==> config.mk <==
export PLATFORM = sky130hd
export DESIGN_NAME = freq_meas_ctrl_flat
export DESIGN_NICKNAME = d
export VERILOG_FILES = /design/src/rtl/freq_meter_pkg.sv /design/src/rtl/freq_meas_ctrl_if.sv /design/src/rtl/sig_edge_sync.sv /design/src/rtl/freq_meas_ctrl.sv /design/src/flat_wrapper.sv
export SDC_FILE = /design/constraint.sdc
export NUM_CORES = 1
export LEC_CHECK = 0
export CORE_ASPECT_RATIO = 0.6
export CORE_MARGIN = 3
export CORE_UTILIZATION = 60
export CTS_CLUSTER_SIZE = 30
export DETAILED_ROUTE_END_ITERATION = 16
export PLACE_DENSITY_LB_ADDON = 0.25
export SETUP_SLACK_MARGIN = 0.15
export SLEW_MARGIN = 5
export SYNTH_ARGS = -nofsm -noshare
export SYNTH_HDL_FRONTEND = slang
export SYNTH_SLANG_ARGS = --single-unit
==> constraint.sdc <==
create_clock -name sys_clk -period 4.2 [get_ports sys_clk]
set_input_delay 0.84 -clock sys_clk [delete_from_list [all_inputs] [get_ports sys_clk]]
set_output_delay 0.84 -clock sys_clk [all_outputs]
set_load 0.02 [all_outputs]
==> src/rtl/freq_meter_pkg.sv <==
// Shared definitions for the frequency meter: range encoding, measurement
// sequencer states, gate length lookup and the per-range Hz scale factors.
package freq_meter_pkg;

  // Gate range encoding as seen on range_sel / range_out.
  localparam logic [1:0] RANGE_10MS  = 2'd0;
  localparam logic [1:0] RANGE_100MS = 2'd1;
  localparam logic [1:0] RANGE_1S    = 2'd2;

  // Multiplier from edge count to Hz for each range.
  localparam int unsigned SCALE_10MS  = 100;
  localparam int unsigned SCALE_100MS = 10;
  localparam int unsigned SCALE_1S    = 1;

  typedef enum logic [1:0] {
    IDLE,
    GATE,
    LATCH
  } state_t;

  // Gate length in sys_clk cycles. Range 3 falls into the 1 s case.
  function automatic int unsigned gate_len(input logic [1:0] range,
                                           input int unsigned clk_freq);
    case (range)
      RANGE_10MS:  return clk_freq / 100;
      RANGE_100MS: return clk_freq / 10;
      default:     return clk_freq;
    endcase
  endfunction

endpackage

==> src/rtl/freq_meas_ctrl_if.sv <==
// Control/result bundle of the frequency meter sequencer.
//   start, continuous, auto_range, range_sel : requests from the controller side
//   busy, gate                               : live sequencer status
//   freq_cnt, freq_hz, range_out, overflow   : last latched measurement
//   result_valid                             : one-cycle pulse on new results
interface freq_meas_ctrl_if #(
  parameter int unsigned CNT_W = 32
);
  logic             start;
  logic             continuous;
  logic             auto_range;
  logic [1:0]       range_sel;
  logic             busy;
  logic             gate;
  logic [CNT_W-1:0] freq_cnt;
  logic [CNT_W+6:0] freq_hz;
  logic [1:0]       range_out;
  logic             overflow;
  logic             result_valid;

  modport master (
    output start, continuous, auto_range, range_sel,
    input  busy, gate, freq_cnt, freq_hz, range_out, overflow, result_valid
  );

  modport slave (
    input  start, continuous, auto_range, range_sel,
    output busy, gate, freq_cnt, freq_hz, range_out, overflow, result_valid
  );
endinterface

==> src/rtl/sig_edge_sync.sv <==
// Synchronises an asynchronous square wave into sys_clk and flags its rising
// edges. Detection latency from sig_in to rise is SYNC_STAGES+1 cycles.
//   sys_clk : system clock
//   rst_n   : asynchronous active-low reset
//   sig_in  : asynchronous input
//   rise    : high for one cycle per synchronised rising edge
module sig_edge_sync #(
  parameter int unsigned SYNC_STAGES = 2
) (
  input  logic sys_clk,
  input  logic rst_n,
  input  logic sig_in,
  output logic rise
);

  logic [SYNC_STAGES-1:0] sync_q;
  logic                   prev_q;

  // NOTE: non-blocking assignments make every stage sample the value from
  // before the clock edge; blocking ones would collapse the chain into a wire.
  always_ff @(posedge sys_clk or negedge rst_n) begin
    if (!rst_n) begin
      sync_q <= '0;
      prev_q <= 1'b0;
    end else begin
      sync_q <= {sync_q[SYNC_STAGES-2:0], sig_in};
      prev_q <= sync_q[SYNC_STAGES-1];
    end
  end

  assign rise = sync_q[SYNC_STAGES-1] & ~prev_q;

endmodule

==> src/rtl/freq_meas_ctrl.sv <==
// Frequency meter measurement sequencer. Opens a gate of 10 ms / 100 ms / 1 s,
// counts synchronised rising edges of sig_in inside it, then latches the count,
// the scaled Hz value and the range used. Optional continuous re-triggering and
// automatic range selection between measurements.
//   sys_clk, rst_n : clock and asynchronous active-low reset
//   sig_in         : asynchronous square wave under test
//   bus            : control inputs and result outputs (freq_meas_ctrl_if)
module freq_meas_ctrl
  import freq_meter_pkg::*;
#(
  parameter int unsigned     CLK_FREQ    = 100_000_000,
  parameter int unsigned     CNT_W       = 32,
  parameter int unsigned     SYNC_STAGES = 2,
  parameter longint unsigned LO_TH       = 1000,
  parameter longint unsigned HI_TH       = 64'd2147483648
) (
  input  logic             sys_clk,
  input  logic             rst_n,
  input  logic             sig_in,
  freq_meas_ctrl_if.slave  bus
);

  localparam int unsigned TMR_W = $clog2(CLK_FREQ);
  localparam int unsigned HZ_W  = CNT_W + 7;

  state_t           state_q, state_d;
  logic             rise;
  logic [1:0]       act_range, cur_range, next_range;
  logic [TMR_W-1:0] gate_tmr;
  logic [CNT_W-1:0] edge_cnt;
  logic             ovf;
  logic [HZ_W-1:0]  cnt_ext, hz_scaled;
  logic             too_high, too_low;

  sig_edge_sync #(.SYNC_STAGES(SYNC_STAGES)) u_sync (
    .sys_clk (sys_clk),
    .rst_n   (rst_n),
    .sig_in  (sig_in),
    .rise    (rise)
  );

  always_ff @(posedge sys_clk or negedge rst_n) begin
    if (!rst_n) state_q <= IDLE;
    else        state_q <= state_d;
  end

  // NOTE: state_d gets its default before the case so every path assigns it
  // and no latch is inferred.
  always_comb begin
    state_d = state_q;
    case (state_q)
      IDLE:    if (bus.start || bus.continuous) state_d = GATE;
      GATE:    if (gate_tmr == '0) state_d = LATCH;
      LATCH:   state_d = IDLE;
      default: state_d = IDLE;
    endcase
  end

  assign bus.busy = (state_q != IDLE);
  assign bus.gate = (state_q == GATE);

  // Range for the gate about to open; manual value 3 clamps to 1 s.
  assign next_range = bus.auto_range ? cur_range
                    : ((bus.range_sel > RANGE_1S) ? RANGE_1S : bus.range_sel);

  // Count-to-Hz scaling by shift-add: x100 = 64+32+4, x10 = 8+2.
  assign cnt_ext = HZ_W'(edge_cnt);
  always_comb begin
    hz_scaled = cnt_ext;
    case (act_range)
      RANGE_10MS:  hz_scaled = (cnt_ext << 6) + (cnt_ext << 5) + (cnt_ext << 2);
      RANGE_100MS: hz_scaled = (cnt_ext << 3) + (cnt_ext << 1);
      default:     hz_scaled = cnt_ext;
    endcase
  end

  assign too_high = ovf || (64'(edge_cnt) > HI_TH);
  assign too_low  = (64'(edge_cnt) < LO_TH);

  always_ff @(posedge sys_clk or negedge rst_n) begin
    if (!rst_n) begin
      act_range        <= RANGE_10MS;
      cur_range        <= RANGE_10MS;
      gate_tmr         <= '0;
      edge_cnt         <= '0;
      ovf              <= 1'b0;
      bus.freq_cnt     <= '0;
      bus.freq_hz      <= '0;
      bus.range_out    <= RANGE_10MS;
      bus.overflow     <= 1'b0;
      bus.result_valid <= 1'b0;
    end else begin
      bus.result_valid <= 1'b0;
      case (state_q)
        IDLE: begin
          if (state_d == GATE) begin
            act_range <= next_range;
            gate_tmr  <= TMR_W'(gate_len(next_range, CLK_FREQ) - 1);
            edge_cnt  <= '0;
            ovf       <= 1'b0;
          end
        end
        GATE: begin
          gate_tmr <= gate_tmr - TMR_W'(1);
          // Saturate rather than wrap; ovf records that an edge was lost.
          if (rise) begin
            if (&edge_cnt) ovf      <= 1'b1;
            else           edge_cnt <= edge_cnt + CNT_W'(1);
          end
        end
        LATCH: begin
          bus.freq_cnt     <= edge_cnt;
          bus.freq_hz      <= hz_scaled;
          bus.range_out    <= act_range;
          bus.overflow     <= ovf;
          bus.result_valid <= 1'b1;
          if (bus.auto_range) begin
            if (too_high && act_range != RANGE_10MS)
              cur_range <= act_range - 2'd1;
            else if (too_low && act_range != RANGE_1S)
              cur_range <= act_range + 2'd1;
          end
        end
        default: ;
      endcase
    end
  end

endmodule

==> src/flat_wrapper.sv <==
// flat-port wrapper written by rule: the top's interface ports become plain ports
module freq_meas_ctrl_flat import freq_meter_pkg::*;
#(
  parameter int unsigned     CLK_FREQ    = 100_000_000,
  parameter int unsigned     CNT_W       = 32,
  parameter int unsigned     SYNC_STAGES = 2,
  parameter longint unsigned LO_TH       = 1000,
  parameter longint unsigned HI_TH       = 64'd2147483648
)
  (sys_clk, rst_n, sig_in, bus_start, bus_continuous, bus_auto_range, bus_range_sel, bus_busy, bus_gate, bus_freq_cnt, bus_freq_hz, bus_range_out, bus_overflow, bus_result_valid);
  freq_meas_ctrl_if #(.CNT_W(CNT_W)) bus_i ();
  input  logic sys_clk;
  input  logic rst_n;
  input  logic sig_in;
  input wire logic [$bits(bus_i.start)-1:0] bus_start;
  input wire logic [$bits(bus_i.continuous)-1:0] bus_continuous;
  input wire logic [$bits(bus_i.auto_range)-1:0] bus_auto_range;
  input wire logic [$bits(bus_i.range_sel)-1:0] bus_range_sel;
  output wire logic [$bits(bus_i.busy)-1:0] bus_busy;
  output wire logic [$bits(bus_i.gate)-1:0] bus_gate;
  output wire logic [$bits(bus_i.freq_cnt)-1:0] bus_freq_cnt;
  output wire logic [$bits(bus_i.freq_hz)-1:0] bus_freq_hz;
  output wire logic [$bits(bus_i.range_out)-1:0] bus_range_out;
  output wire logic [$bits(bus_i.overflow)-1:0] bus_overflow;
  output wire logic [$bits(bus_i.result_valid)-1:0] bus_result_valid;
  assign bus_i.start = bus_start;
  assign bus_i.continuous = bus_continuous;
  assign bus_i.auto_range = bus_auto_range;
  assign bus_i.range_sel = bus_range_sel;
  assign bus_busy = bus_i.busy;
  assign bus_gate = bus_i.gate;
  assign bus_freq_cnt = bus_i.freq_cnt;
  assign bus_freq_hz = bus_i.freq_hz;
  assign bus_range_out = bus_i.range_out;
  assign bus_overflow = bus_i.overflow;
  assign bus_result_valid = bus_i.result_valid;
  freq_meas_ctrl #(.CLK_FREQ(CLK_FREQ), .CNT_W(CNT_W), .SYNC_STAGES(SYNC_STAGES), .LO_TH(LO_TH), .HI_TH(HI_TH)) u_core (.sys_clk(sys_clk), .rst_n(rst_n), .sig_in(sig_in), .bus(bus_i));
endmodule
==> flow_metrics.env, run 1 <==
export IMPL_die_h_um=112.5
export IMPL_ir_worst_vdd_uv=278.4
export IMPL_syn_inst=1275
export IMPL_gp_congestion=0.9679
export IMPL_clk_transition_reported_paths_ns=0.06
export IMPL_regArea_um2=3605
export IMPL_synth_most_common_cell="dfrtp_1"
export IMPL_crit_fanout=9
export IMPL_worstSkewPairLatency_ns=0.43
export IMPL_synth_area_um2=11350
export IMPL_area_delta_synth_final_pct=14.31
export IMPL_initial_core_util=0.6200
export IMPL_fillers=1377
export IMPL_arrival_ns=4.20
export IMPL_hold_path_class="reg2reg"
export IMPL_hold_viol_final=0
export IMPL_layout_min_cycle_time_ns=3.872
export IMPL_power_density_nw_per_um2=344.5
export IMPL_drt_iter0_drc=1181
export IMPL_cts_hold_buffers=0
export IMPL_post_route_drc_count=0
export IMPL_synth_fa_ha_area_frac=0.1951
export IMPL_rsz0062_at_grt="no"
export IMPL_clock_sinks=144
export IMPL_hpwlAfterDp_um=23470
export IMPL_vias_per_cell=6.341
export IMPL_finalClockSkew_ns=0.01117
export IMPL_holdCritStartpoint="u_core.u_sync.sync_q[0]"
export IMPL_muxShareOfSynthArea=0.005292
export IMPL_setup_viol=0
export IMPL_design_area_um2=12970
export IMPL_synth_top_area_cell="dfrtp_1"
export IMPL_die_w_um=183.5
export IMPL_yosys_area_share_simple=0.1667
export IMPL_period_share=0.9220
export IMPL_antenna_found_initial=0
export IMPL_max_freq_ghz=0.2582
export IMPL_nets=1509
export IMPL_avgSynthCellArea_um2=8.901
export IMPL_synth_top_cell_area_share=0.3175
export IMPL_synth_area_leaders="dfrtp_1 32%, ha_1 14%, fa_1 5.3%"
export IMPL_whs_path_depth=0
export IMPL_critical_path_required_ns=4.53
export IMPL_cts_buffers=17
export IMPL_via_count=10110
export IMPL_antennaDiodeCount=0
export IMPL_holdPathEnd="u_core.u_sync.sync_q[1]"
export IMPL_cts_resized=0
export IMPL_yosys_cell_types_count=79
export IMPL_yosysWarnings=0
export IMPL_grt_usage=0.3177
export IMPL_placed_cell_area_um2=12390
export IMPL_wire_per_inst_um=20.14
export IMPL_clock_path_buffers=2
export IMPL_worstSetupPathType="reg2reg"
export IMPL_synth_compound_area_frac=0.2103
export IMPL_die_area_um2=20650
export IMPL_port_buffers=84
export IMPL_grt_max_degree=71
export IMPL_postCtsSetupRepairBufs=0
export IMPL_synth_xor_xnor_area_share=0.06483
export IMPL_wl_um=32110
export IMPL_grt_pass1_wl_um=51960
export IMPL_synth_top_family_by_area="compound AO/OA/AOI/OAI gates"
export IMPL_synth_seq_cells=144
export IMPL_multi_input_area_um2=7296
export IMPL_core_um2=18310
export IMPL_cts_root_buf="clkbuf_16"
export IMPL_tightest_slew_ns=1.158
export IMPL_boundaryPins=85
export IMPL_ant_nets=0
export IMPL_cts_tree="done"
export IMPL_r2r_start="u_core.edge_cnt[1]"
export IMPL_ys_dominant_reg_cell="dfrtp_1"
export IMPL_p_leak_nw=5.958
export IMPL_synth_edf_count=0
export IMPL_max_cap_violations=0
export IMPL_num_rows=38
export IMPL_globalRouteOverflowTotal=0
export IMPL_async_reset_ff_frac=1.000
export IMPL_reg2reg_setup_slack_ns=0.33
export IMPL_timing_critical_path_to_type="flop"
export IMPL_fin_tns_setup_ns=0
export IMPL_syn_nets=1442
export IMPL_drv_slew=0
export IMPL_synth_top_cells_by_count="144 x dfrtp_1, 143 x nand2_1, 129 x ha_1"
export IMPL_start_kind="flop"
export IMPL_dr_pass1_iters=6
export IMPL_htreeDepth=4
export IMPL_relSlewSlack=0.2270
export IMPL_reg2reg_depth=12
export IMPL_r2r_end="u_core.bus.freq_hz[36]"
export IMPL_yosysSeqAreaShare=0.3175
export IMPL_grt_pass1_vias=9543
export IMPL_drive_gt1_frac=0.05835
export IMPL_status="finished, final reports clean"
-- power by group --
part | switching (mW) | internal (mW) | leakage (nW)
Combinational | 0.808 | 0.555 | 3.79
Clock | 0.601 | 0.933 | 0.280
Sequential | 0.133 | 1.44 | 1.89
-- cell usage in the layout (no fill, tap or decap), drive strengths merged, types with 33 or more instances in the layout --
master	instances
a21oi	96
a31oi	33
clkdlybuf4s50	83
dfrtp	144
ha	129
inv	58
nand2	144
nor2	109
o21ai	104
xnor2	66
-- final cells by class --
cell class	instances	share of cell area
Timing Repair Buffer	102	0.07533
Multi-Input combinational cell	1019	0.5624
Clock buffer	26	0.03848
Sequential cell	144	0.2779
Clock inverter	5	0.005980
Tap cell	240	0.02315
Inverter	58	0.01678
-- worst max-delay path by stage --
stage | from | end | slack (ns) | depth (start not counted)
floorplan | u_core.edge_cnt[1] | u_core.bus.freq_hz[36] | 1.0 | 12
global placement | u_core.edge_cnt[1] | u_core.bus.freq_hz[36] | 0.51 | 12
detailed placement | u_core.edge_cnt[1] | u_core.bus.freq_hz[36] | 0.43 | 12
CTS | u_core.edge_cnt[1] | u_core.bus.freq_hz[36] | 0.29 | 12
global route | u_core.edge_cnt[2] | u_core.bus.freq_hz[36] | 0.15 | 11
finish | u_core.edge_cnt[1] | u_core.bus.freq_hz[36] | 0.33 | 12
-- metrics by stage --
step                      hold WS, ns  power [mW]  worst slack (ns)    util  cells
after floorplan                0.3312       2.548            0.9982       -   1275
after global placement         0.3347       2.869            0.5063  0.6771   1563
after detailed placement       0.3347       2.893            0.4303  0.6771   1563
after CTS                      0.3475       4.459            0.2873  0.7086   1594
after global routing           0.3741       4.718            0.1534  0.7087   1594
final                          0.3463       4.468            0.3277  0.7087   1594
-- cell families (layout without fill, tap and decap cells) --
logic type,after synthesis,count (layout)
buf+inv,112,191
xor+xnor,84,84
mux,6,6
fa+ha+maj,159,159
compound gates,376,376
simple gates,394,394
flops,144,144
-- worst max-delay path: stages, from the launching register on --
cell      delay [ns]
dfrtp_2         0.50
fa_1            0.48
ha_1            0.24
fa_1            0.40
a21oi_1         0.31
o211ai_1        0.16
and3_1          0.21
o21ai_1         0.38
a211oi_1        0.17
o31ai_1         0.40
o21ai_1         0.18
xnor2_1         0.15
o31ai_1         0.19
-- registers in the layout, indices dropped and copies added, names as in the netlist --
signal,flops
u_core.u_sync.sync_q,2
u_core.ovf,1
u_core.gate_tmr,27
u_core.bus.freq_hz,39
u_core.bus.overflow,1
u_core.bus.result_valid,1
u_core.bus.freq_cnt,32
u_core.bus.range_out,2
u_core.act_range,2
u_core.cur_range,2
u_core.state_q,2
u_core.edge_cnt,32
u_core.u_sync.prev_q,1
-- metal layers --
layer / global-route usage / part of all wire / wire (µm) / up-vias
li1: - / - / - / 4695
met1: 0.4866 / 0.48 / 15370 / 4870
met2: 0.4211 / 0.40 / 12790 / 514
met3: 0.1208 / 0.11 / 3616 / 28
met4: 0.07201 / 0.010 / 327 / 0
met5: 0 / 0 / 0 / -
(Power assumes the default switching activity.)
==> run 2: changes to the inputs <==
--- a/config.mk
+++ b/config.mk
@@ -10,7 +10,8 @@
 export CORE_UTILIZATION = 60
 export CTS_CLUSTER_SIZE = 30
 export DETAILED_ROUTE_END_ITERATION = 16
-export PLACE_DENSITY_LB_ADDON = 0.25
+export HOLD_SLACK_MARGIN = 0.12
+export PLACE_DENSITY_LB_ADDON = 0.3
 export SETUP_SLACK_MARGIN = 0.15
 export SLEW_MARGIN = 5
 export SYNTH_ARGS = -nofsm -noshare
==> flow_metrics.env, run 2 (synthesized netlist as in run 1, its figures left out) <==
export IMPL_status="finished, final reports clean"
export IMPL_regArea_um2=3605
export IMPL_initial_core_util=0.6200
export IMPL_rsz0062_at_grt="no"
export IMPL_tightest_slew_ns=1.174
export IMPL_cts_buffers=17
export IMPL_grt_pass1_vias=9821
export IMPL_timing_critical_path_to_type="flop"
export IMPL_cp_slowest_cell="fa_1"
export IMPL_postCtsSetupRepairBufs=0
export IMPL_max_freq_ghz=0.2625
export IMPL_top_register="u_core.bus.freq_hz"
export IMPL_cts_resized=0
export IMPL_num_rows=38
export IMPL_htreeDepth=4
export IMPL_wire_per_inst_um=20.41
export IMPL_hold_viol_final=0
export IMPL_port_buffers=84
export IMPL_arrival_ns=4.15
export IMPL_critical_path_required_ns=4.54
export IMPL_die_h_um=112.5
export IMPL_pre_cts_ws_ns=0.3866
export IMPL_antenna_found_initial=0
export IMPL_max_stage_delay_ns=0.51
export IMPL_switching_share=0.3416
export IMPL_p_switching_mw=1.625
export IMPL_relSlewSlack=0.2164
export IMPL_globalRouteOverflowTotal=0
export IMPL_grt_pass1_wl_um=52870
export IMPL_worstSetupPathType="reg2reg"
export IMPL_cts_tree="done"
export IMPL_fillers=1351
export IMPL_finalClockSkew_ns=0.01178
export IMPL_clk_transition_reported_paths_ns=0.06
export IMPL_grt_max_degree=92
export IMPL_combPwrFrac=0.293
export IMPL_clock_path_buffers=2
export IMPL_via_count=10220
export IMPL_layout_min_cycle_time_ns=3.809
export IMPL_core_um2=18310
export IMPL_drv_slew=0
export IMPL_period_share=0.9070
export IMPL_post_route_drc_count=0
export IMPL_stdcell_count=1595
export IMPL_drt_iter0_drc=1238
export IMPL_reg_top3="u_core.bus.freq_hz (39), u_core.bus.freq_cnt (32), u_core.edge_cnt (32)"
export IMPL_crit_fanout=9
export IMPL_ir_worst_vdd_uv=295.2
export IMPL_boundaryPins=85
export IMPL_drive_gt1_frac=0.06273
export IMPL_dr_pass1_iters=5
export IMPL_p_leak_nw=6.009
export IMPL_largest_reg_flops=39
export IMPL_clkPwrFrac=0.376
export IMPL_gp_congestion=0.9624
export IMPL_cts_root_buf="clkbuf_16"
export IMPL_start_kind="flop"
export IMPL_fin_tns_setup_ns=0
export IMPL_seqPwrFrac=0.331
export IMPL_wl_um=32550
export IMPL_die_w_um=183.5
export IMPL_ant_nets=0
export IMPL_antennaDiodeCount=0
export IMPL_setup_viol=0
export IMPL_final_cell_mix="143 x nand2_1, 143 x dfrtp_1, 129 x ha_1"
export IMPL_internal_power_mw=3.131
export IMPL_multi_input_area_um2=7301
export IMPL_cts_hold_buffers=0
export IMPL_fin_ws_ns=0.3907
export IMPL_area_delta_synth_final_pct=15.34
export IMPL_place_detailed_instances=1563
export IMPL_hpwlAfterDp_um=22990
export IMPL_clock_sinks=144
export IMPL_hold_path_class="reg2reg"
export IMPL_max_cap_violations=0
export IMPL_vias_per_cell=6.406
export IMPL_die_area_um2=20650
export IMPL_nets=1509
export IMPL_path_cells="fa_1 -> ha_1 -> fa_1 -> a21oi_1 -> o211ai_1 -> and3_1 -> o21ai_1 -> a211oi_1 -> o31ai_2 -> o21ai_1 -> xnor2_1 -> o31ai_1"
export IMPL_power_density_nw_per_um2=363.3
export IMPL_worstSkewPairLatency_ns=0.45
export IMPL_grt_usage=0.3230
-- run 2: final cells by class --
cell class                 instances  area share
tap                              240     0.02294
clock buffer                      19     0.03384
inverter                          58     0.01663
clock inverter                    13     0.01778
timing repair buffer             102     0.07561
multi-input combinational       1019      0.5578
sequential                       144      0.2754
-- run 2: worst max-delay path: cells and delay by family, from the launching register on --
kind / cells / cell delay [ns]
XOR/XNOR: 1 / 0.15
AO/OA/AOI/OAI: 7 / 1.67
flip-flops: 1 / 0.50
adder cells (fa/ha/maj): 3 / 1.19
AND/OR/NAND/NOR: 1 / 0.20
-- run 2: through the flow --
step                      instance area, µm²  hold WS, ns  utilization  total power, mW
after floorplan                        11350       0.3312            -            2.548
after global placement                 12410       0.3334       0.6778            2.870
after detailed placement               12410       0.3371       0.6778            2.920
after CTS                              13080       0.3511       0.7147            4.735
after global routing                   13090       0.3716       0.7150            4.964
final                                  13090       0.3488       0.7150            4.756
-- run 2: power by group through the flow --
stage / clock, mW / combinational (mW) / sequential [mW]
floorplan: 0 / 0.975 / 1.57
global route: 1.85 / 1.52 / 1.59
CTS: 1.80 / 1.37 / 1.57
detailed placement: 0 / 1.33 / 1.59
finish: 1.79 / 1.39 / 1.57
global placement: 0 / 1.28 / 1.59
-- run 2: final timing paths --
check / depth (start not counted) / end / slack [ns] / from
max: 12 / u_core.bus.freq_hz[36] / 0.39 / u_core.edge_cnt[1]
min: 0 / u_core.u_sync.sync_q[1] / 0.35 / u_core.u_sync.sync_q[0]
max reg2reg: 12 / u_core.bus.freq_hz[36] / 0.39 / u_core.edge_cnt[1]
min reg2reg: 0 / u_core.u_sync.sync_q[1] / 0.35 / u_core.u_sync.sync_q[0]
max in group asynchronous: 2 / u_core.bus.freq_cnt[25] / 2.89 / rst_n
min in group asynchronous: 1 / u_core.bus.freq_hz[5] / 0.45 / rst_n
-- run 2: layer usage --
layer,routed length [µm],global-route usage,up-vias,part of all wire
li1,-,-,4693,-
met1,15030,0.4844,4879,0.46
met5,0,0,-,0
met2,13330,0.4543,578,0.41
met3,3687,0.1023,68,0.11
met4,509,0.07708,0,0.016
==> run 3: changes to the inputs <==
--- a/config.mk
+++ b/config.mk
@@ -10,6 +10,7 @@
 export CORE_UTILIZATION = 60
 export CTS_CLUSTER_SIZE = 30
 export DETAILED_ROUTE_END_ITERATION = 16
+export GPL_ROUTABILITY_DRIVEN = 0
 export HOLD_SLACK_MARGIN = 0.12
 export PLACE_DENSITY_LB_ADDON = 0.3
 export SETUP_SLACK_MARGIN = 0.15
==> constraint.sdc (replaced) <==
create_clock -name sys_clk -period 4.2 [get_ports sys_clk]
set_input_delay 0.42 -clock sys_clk [delete_from_list [all_inputs] [get_ports sys_clk]]
set_output_delay 0.42 -clock sys_clk [all_outputs]
set_load 0.02 [all_outputs]
==> flow_metrics.env, run 3 (synthesized netlist as in run 1, its figures left out) <==
export IMPL_drt_iter0_drc=1237
export IMPL_hold_viol_final=0
export IMPL_die_area_um2=20650
export IMPL_period_share=0.8987
export IMPL_antenna_found_initial=0
export IMPL_hpwlAfterDp_um=22650
export IMPL_finalPower_mw=4.461
export IMPL_grt_max_degree=92
export IMPL_seqPwrFrac=0.353
export IMPL_utilization=0.7076
export IMPL_ir_worst_vdd_uv=321.1
export IMPL_port_buffers=84
export IMPL_fillers=1356
export IMPL_crit_fanout=9
export IMPL_final_cell_mix="143 x nand2_1, 142 x dfrtp_1, 129 x ha_1"
export IMPL_max_freq_ghz=0.2649
export IMPL_rsz0062_at_grt="no"
export IMPL_max_cap_violations=0
export IMPL_grt_usage=0.3180
export IMPL_via_count=10370
export IMPL_top_register="u_core.bus.freq_hz"
export IMPL_timing_critical_path_to_type="flop"
export IMPL_cts_root_buf="clkbuf_16"
export IMPL_fin_tns_setup_ns=0
export IMPL_finalClockSkew_ns=0.01682
export IMPL_dr_pass1_iters=6
export IMPL_largest_reg_flops=39
export IMPL_cts_tree="done"
export IMPL_core_um2=18310
export IMPL_grt_pass1_wl_um=52200
export IMPL_setup_viol=0
export IMPL_tightest_slew_ns=1.181
export IMPL_clock_path_buffers=2
export IMPL_antennaDiodeCount=0
export IMPL_drv_slew=0
export IMPL_wire_per_inst_um=20.44
export IMPL_vias_per_cell=6.511
export IMPL_clkPwrFrac=0.342
export IMPL_boundaryPins=85
export IMPL_worstSkewPairLatency_ns=0.43
export IMPL_postCtsSetupRepairBufs=0
export IMPL_design_area_um2=12950
export IMPL_start_kind="flop"
export IMPL_layout_min_cycle_time_ns=3.774
export IMPL_status="finished, final reports clean"
export IMPL_ant_nets=0
export IMPL_wl_um=32540
export IMPL_globalRouteOverflowTotal=0
export IMPL_arrival_ns=4.11
export IMPL_critical_path_required_ns=4.53
export IMPL_combPwrFrac=0.305
export IMPL_initial_core_util=0.6200
export IMPL_final_common_cell="nand2_1"
export IMPL_num_rows=38
export IMPL_clk_transition_reported_paths_ns=0.07
export IMPL_switching_share=0.3728
export IMPL_cts_buffers=17
export IMPL_clock_sinks=144
export IMPL_placed_cell_area_um2=12360
export IMPL_area_delta_synth_final_pct=14.13
export IMPL_hold_path_class="reg2reg"
export IMPL_die_h_um=112.5
export IMPL_htreeDepth=4
export IMPL_relSlewSlack=0.2117
export IMPL_grt_pass1_vias=9691
export IMPL_die_w_um=183.5
export IMPL_reg_top3="u_core.bus.freq_hz (39), u_core.bus.freq_cnt (32), u_core.edge_cnt (32)"
export IMPL_p_switching_mw=1.663
export IMPL_post_route_drc_count=0
export IMPL_nets=1506
export IMPL_internal_power_mw=2.798
export IMPL_power_density_nw_per_um2=344.4
export IMPL_p_leak_nw=5.945
export IMPL_drive_gt1_frac=0.06065
export IMPL_worstSetupPathType="reg2reg"
## run 3: cell count changes in the layout (fill, tap and decap cells not counted), sizes merged
cell         delta
dlygate4sd3     +1
bufinv          -6
clkinv          -1
clkbuf          -1
buf             -4
inv             +8
## run 3: cell type report
cell class                 instances  area [µm²]  area share
sequential                       144        3606      0.2784
clock inverter                    14       136.4     0.01053
inverter                          58       217.7     0.01681
timing repair buffer              99       957.2     0.07390
clock buffer                      18       439.2     0.03391
tap                              240       300.3     0.02318
multi-input combinational       1019        7296      0.5633
## run 3: metal layers
metal / up-vias / GRT usage / routed length (µm)
met4: 0 / 0.08469 / 586
met5: - / 0 / 0
met1: 5025 / 0.4734 / 14680
met2: 590 / 0.4560 / 13550
li1: 4681 / - / -
met3: 70 / 0.08938 / 3721
## run 3: power by group through the flow
stage | Combinational, mW | Sequential, mW | Clock [mW]
floorplan | 0.975 | 1.57 | 0
global placement | 1.26 | 1.59 | 0
CTS | 1.33 | 1.57 | 1.53
finish | 1.36 | 1.58 | 1.53
detailed placement | 1.30 | 1.60 | 0
global route | 1.50 | 1.59 | 1.59
## run 3: final timing paths
| check | cells past startpoint | slack [ns] | endpoint | startpoint |
|---|---|---|---|---|
| hold reg to reg | 0 | 0.35 | u_core.u_sync.sync_q[1] | u_core.u_sync.sync_q[0] |
| setup reg to reg | 12 | 0.43 | u_core.bus.freq_hz[36] | u_core.edge_cnt[1] |
| min in group asynchronous | 2 | 0.67 | u_core.bus.freq_hz[9] | rst_n |
| max in group asynchronous | 3 | 2.57 | u_core.bus.freq_cnt[17] | rst_n |
| setup / recovery | 12 | 0.43 | u_core.bus.freq_hz[36] | u_core.edge_cnt[1] |
| hold / removal | 0 | 0.35 | u_core.u_sync.sync_q[1] | u_core.u_sync.sync_q[0] |
## run 3: through the flow
step / cells / hold slack [ns] / setup WS [ns]
after floorplan: 1275 / 0.1244 / 0.9982
after global placement: 1559 / 0.3330 / 0.5191
final: 1592 / 0.3518 / 0.4256
after global routing: 1592 / 0.3533 / 0.1614
after detailed placement: 1559 / 0.3355 / 0.4403
after CTS: 1592 / 0.3522 / 0.4018
## run 3: worst max-delay path: stages (launching register included)
cell and delay [ns]:
dfrtp_2 0.50, fa_1 0.48, ha_1 0.24, fa_1 0.41
a21oi_1 0.31, o211ai_1 0.14, and3_1 0.19, o21ai_1 0.36
a211oi_1 0.17, o31ai_1 0.37, o21ai_1 0.17, xnor2_1 0.15
o31ai_1 0.18
## run 3: timing repair
item	in CTS	in global routing
resized for setup	0	2
hold endpoints to repair	9	0
setup endpoints to repair	0	2
hold buffers	1	0
